==> src/rtl/cache_fill_arbiter.sv <==
// Arbitrates the shared main memory between I-cache and D-cache: block fills on
// misses (round-robin when both miss) and single-word write-through stores.
module cache_fill_arbiter #(
  parameter int unsigned WORDS_PER_BLOCK = 8,
  parameter int unsigned MEM_LATENCY     = 4
) (
  input  logic                               clk,
  input  logic                               rst,
  input  logic                               icache_miss,
  input  logic [15:0]                        icache_miss_addr,
  input  logic                               dcache_miss,
  input  logic [15:0]                        dcache_miss_addr,
  input  logic                               dcache_wr,
  input  logic [15:0]                        dcache_wr_addr,
  input  logic [15:0]                        dcache_wr_data,
  output logic                               mem_en,
  output logic                               mem_wr,
  output logic [15:0]                        mem_addr,
  output logic [15:0]                        mem_data_out,
  input  logic                               mem_data_valid,
  input  logic [15:0]                        mem_data_in,
  output logic [15:0]                        fill_data,
  output logic [$clog2(WORDS_PER_BLOCK)-1:0] fill_word,
  output logic                               fill_we_i,
  output logic                               fill_we_d,
  output logic                               fill_done_i,
  output logic                               fill_done_d,
  output logic                               icache_stall,
  output logic                               dcache_stall
);
  localparam int unsigned WW = $clog2(WORDS_PER_BLOCK);
  localparam int unsigned CW = WW + 1;
  localparam logic [CW-1:0] FULL = CW'(WORDS_PER_BLOCK);
  localparam logic [CW-1:0] LAST = CW'(WORDS_PER_BLOCK - 1);

  typedef enum logic [1:0] {IDLE, WRITE, FILL} state_t;
  typedef enum logic {GNT_I, GNT_D} grant_t;

  state_t         state;
  grant_t         granted, last_grant;
  logic [CW-1:0]  issue, rcv;
  logic [15:WW+1] base;
  logic           pick_d, issuing, receiving, last_word;

  // Word-offset address bits are regenerated by the issue counter, and memory
  // latency is absorbed by counting returned words rather than timing them.
  logic unused_cfg;
  assign unused_cfg = ^{icache_miss_addr[WW:0], dcache_miss_addr[WW:0], (MEM_LATENCY != 0)};

  assign pick_d    = dcache_miss & (~icache_miss | (last_grant == GNT_I));
  assign issuing   = (state == FILL) && (issue != FULL);
  assign receiving = (state == FILL) && mem_data_valid;
  assign last_word = receiving && (rcv == LAST);

  always_ff @(posedge clk) begin
    if (!rst) begin
      state      <= IDLE;
      granted    <= GNT_I;
      last_grant <= GNT_I;
      issue      <= '0;
      rcv        <= '0;
      base       <= '0;
    end else begin
      case (state)
        IDLE: begin
          if (dcache_wr) begin
            state <= WRITE;
          end else if (icache_miss || dcache_miss) begin
            state      <= FILL;
            granted    <= pick_d ? GNT_D : GNT_I;
            last_grant <= pick_d ? GNT_D : GNT_I;
            base       <= pick_d ? dcache_miss_addr[15:WW+1] : icache_miss_addr[15:WW+1];
          end
        end
        WRITE: state <= IDLE;
        FILL: begin
          if (issue != FULL) issue <= issue + 1'b1;
          if (last_word) begin
            state <= IDLE;
            issue <= '0;
            rcv   <= '0;
          end else if (receiving) begin
            rcv <= rcv + 1'b1;
          end
        end
        default: state <= IDLE;
      endcase
    end
  end

  always_comb begin
    mem_en       = 1'b0;
    mem_wr       = 1'b0;
    mem_addr     = '0;
    mem_data_out = '0;
    if (state == WRITE) begin
      mem_en       = 1'b1;
      mem_wr       = 1'b1;
      mem_addr     = dcache_wr_addr;
      mem_data_out = dcache_wr_data;
    end else if (issuing) begin
      mem_en   = 1'b1;
      mem_addr = {base, issue[WW-1:0], 1'b0};
    end
  end

  always_comb begin
    fill_data   = '0;
    fill_word   = '0;
    if (receiving) begin
      fill_data = mem_data_in;
      fill_word = rcv[WW-1:0];
    end
    fill_we_i   = receiving && (granted == GNT_I);
    fill_we_d   = receiving && (granted == GNT_D);
    fill_done_i = last_word && (granted == GNT_I);
    fill_done_d = last_word && (granted == GNT_D);
  end

  // Stalls are held low while reset is asserted even if requests are pending.
  assign icache_stall = rst & icache_miss & ~fill_done_i;
  assign dcache_stall = rst & ((dcache_miss & ~fill_done_d) | (dcache_wr & (state != WRITE)));

endmodule

==> config.mk <==
export PLATFORM = sky130hd
export DESIGN_NAME = cache_fill_arbiter
export DESIGN_NICKNAME = d
export VERILOG_FILES = /design/src/rtl/cache_fill_arbiter.sv
export SDC_FILE = /design/constraint.sdc
export NUM_CORES = 1
export LEC_CHECK = 0
export CAP_MARGIN = 20
export CORE_UTILIZATION = 34
export DETAILED_ROUTE_END_ITERATION = 10
export GPL_TIMING_DRIVEN = 0
export PLACE_DENSITY_LB_ADDON = 0.08
export SYNTH_ARGS = -nofsm -noshare
export SYNTH_HDL_FRONTEND = slang
export SYNTH_SLANG_ARGS = --single-unit
==> constraint.sdc <==
create_clock -name clk -period 2.3 [get_ports clk]
set_input_delay 0.345 -clock clk [delete_from_list [all_inputs] [get_ports clk]]
set_output_delay 0.345 -clock clk [all_outputs]
set_load 0.03 [all_outputs]
==> impl_results.md <==
- Largest net degree at the start of global routing: 13
- Port Buf Inserts: 135
- Ant. Diodes: 0
- Post-synth top area cell: dfxtp_1
- Asr flop ratio synth: 0%
- Clock power frac: 21.8%
- Most frequent cell after synthesis: and2_1
- Tot GR Track Use: 22.2%
- # nets final: 419
- Crit path cell chain: clkdlybuf4s50_1, and3b_2, clkbuf_4, and2_1, clkdlybuf4s18_2
- FF+latch count, synth: 23
- CTS buffer count: 3
- Reg power frac: 38.1%
- First-pass iteration count of the detailed router: 10
- CTS tree: built
- Slew Limit Fails: 0
- Logic pwr share: 40.1%
- Clk Latency, worst-skew pair: 0.27 ns
- Synth top cells by count: and2_1, dfxtp_1, a22o_1
- Fin crit share: 95.9%
- RSZ-0062 raised after global routing: no
- Slew @ Worst Pin: 0.471 ns
- Pwr Total: 1.18 mW
- Seq/Total Area, Yosys: 28.2%
- DIE HEIGHT: 71.2 µm
- Post-synth EDFFs: 0
- Max IR drop VDD: 0.000284 V
- Die area: 5080 µm²
- Initial Utilization: 36.4%
- Leakage: 1.33 nW
- Share of cells above drive strength 1: 17.0%
- Placement Rows: 24
- Ys flop type: dfxtp_1
- Initial DRC count: 51
- Yosys cell types: 34
- Final WL: 5570 µm
- Instance count of the mapped netlist: 191
- Setup TNS: 0 ns
- Post-DP HPWL: 4480 µm
- Die W: 71.2 µm
- Switching power total: 0.390 mW
- Minimum clock period: 2.21 ns
- Drt drc: 9
- # IOs: 145
- Sink Count: 23
- GRT met1 Usage: 27.1%
- Hold buffers post-CTS: 0
- Initial antenna violation count: 0
- Share of the synthesized area in the top cell type: 28.2%
- Clock slew at reported path FFs: 0.09 ns
- R2R Setup Slk: 0.82 ns
- Max Root-Sink Buffers: 2
- Largest cells by area after synthesis: dfxtp_1, and2_1, o2111a_1
- Syn avg cell area: 8.54 µm²
- Reg2Reg Depth: 4
- Routability cong.: 0.744
- Outcome: finished with violations
- Final Non-Filler Cells: 381
- Int Pwr: 0.795 mW
- Vias: 1958
- Max-cap violations: 0
- HP Start: rcv[3]
- CORE AREA: 4470 µm²
- HP Class: reg2reg
- Root Driver: clkbuf_8
- First-pass GRT wire length: 9000 µm
- Failing checks: DRC
- Detail Route Antenna Nets: 0
- CP required: 1.96 ns
- Syn Nets: 280
- R2R Path End: base[6]
- Hold EP: rcv[3]
- Max-slew headroom: 68.6%
- Inst Count DP: 378
- Worst Setup Start Kind: input port
- Largest stage delay, worst path: 0.56 ns
- Final Skew: 0.0109 ns
- Vias in the first global route: 1869
- Switching share of power: 32.9%
- Global routing usage on met3: 7.88%
- CP endpoint kind: output pin
- CP Max Fanout: 10
- CTS H-tree depth: 1
- Final Hold Slack: 0.486 ns
- Synth warn: 0
- WL/cell: 14.6 µm
- Final Hold Viols: 0
- Grt peak-use layer: met2
- Worst R2R Start: state[0]
- Post-CTS setup repair buffer count: 0
- Met2 Usage GRT: 38.8%
- Worst setup path category: in2out
- Congestion Overflow GR: 0
- Arrival time worst endpoint: 1.86 ns
- Crit path max-delay cell type: clkdlybuf4s50_1
- Detail-routed via count per cell: 5.14
- Fmax: 453 MHz
- Area Growth Syn to Fin: 80.4%
- Power Density: 403 nW/µm²
- Syn Std Cell Area: 1630 µm²
- Hold path cells: 2
- Final setup viols: 0
critical path, delay by kind of cell:
kind,cells,cell delay [ns]
buffers and inverters,3,1.06
AND/OR/NAND/NOR,2,0.46
power by group through the flow:
stage	combinational, mW	sequential [mW]	clock, mW
2_1_floorplan	0.256	0.452	0
3_3_place_gp	0.502	0.458	0
3_5_place_dp	0.508	0.459	0
4_1_cts	0.490	0.450	0.261
5_1_grt	0.512	0.456	0.277
6_report	0.475	0.451	0.258
metrics by stage:
stage / util (%) / area (µm²) / setup slack, ns
final: 65.7 / 2940 / 0.0942
after global routing: 65.7 / 2940 / 0.0241
after CTS: 68.9 / 3080 / 0.00225
after detailed placement: 68.1 / 3050 / -0.570
after global placement: 68.1 / 3050 / -0.519
after floorplan: - / 1630 / 0.125
flip-flops by register name (all words and copies together), names as in the netlist:
| name | flops |
|---|---|
| last_grant | 1 |
| state | 2 |
| base | 12 |
| rcv | 4 |
| issue | 4 |
per-layer routing:
layer,vias up,part of all wire [%]
met5,-,0
met2,95,48
li1,980,-
met1,878,41
met3,5,9.7
met4,0,0.57
worst max path at each step:
stage,cells after the start,end,start
3_5_place_dp,6,fill_data[6],mem_data_valid
5_1_grt,6,mem_addr[15],issue[0]
2_1_floorplan,4,dcache_stall,rcv[0]
4_1_cts,5,fill_data[1],mem_data_valid
6_report,5,fill_data[6],mem_data_valid
3_3_place_gp,6,fill_data[6],mem_data_valid
area by class of cell:
class | count | area, µm²
tap | 52 | 65.1
multi-input combinational | 145 | 1080
fill | 428 | 1530
clock buffer | 4 | 45.0
buffer | 17 | 91.3
timing repair buffer | 135 | 1170
sequential | 23 | 465
inverter | 5 | 18.8
kinds of logic (layout without fill, tap and decap cells):
logic type / after synthesis / after routing / share of synthesized area (%)
and+or+nand+nor: 83 / 83 / 33.9
buffers and inverters: 23 / 161 / 5.83
AOI/OAI and AO/OA: 56 / 56 / 28.0
xor gates and xnor gates: 2 / 2 / 1.07
DFF: 23 / 23 / 28.2
adders and majority gates: 3 / 3 / 2.30
muxes: 1 / 1 / 0.614
layout by cell type, fill, tap and decap left out, types with 3 or more instances in the layout:
cell type / n
a21oi_1: 4
a22o_1: 15
dfxtp_2: 4
nand3_1: 3
nand4b_1: 13
dfxtp_1: 19
nand2_1: 5
clkbuf_2: 24
clkbuf_1: 5
nor2b_1: 3
nand2b_1: 3
dlygate4sd2_1: 27
inv_1: 5
nor2_1: 4
and2_1: 39
clkdlybuf4s50_1: 78
buf_2: 15
clkbuf_8: 3
o2111a_1: 12
o21ai_0: 6
ha_1: 3
o21bai_1: 12
nor3_1: 3
repair_timing:
action                                 4_1_cts  5_1_grt
endpoints found under the hold margin        0        0
resized for setup                          111       44
setup endpoints to repair                   58       49
pin swaps                                    0        1
Note: power is estimated with default switching activity, not from simulation.
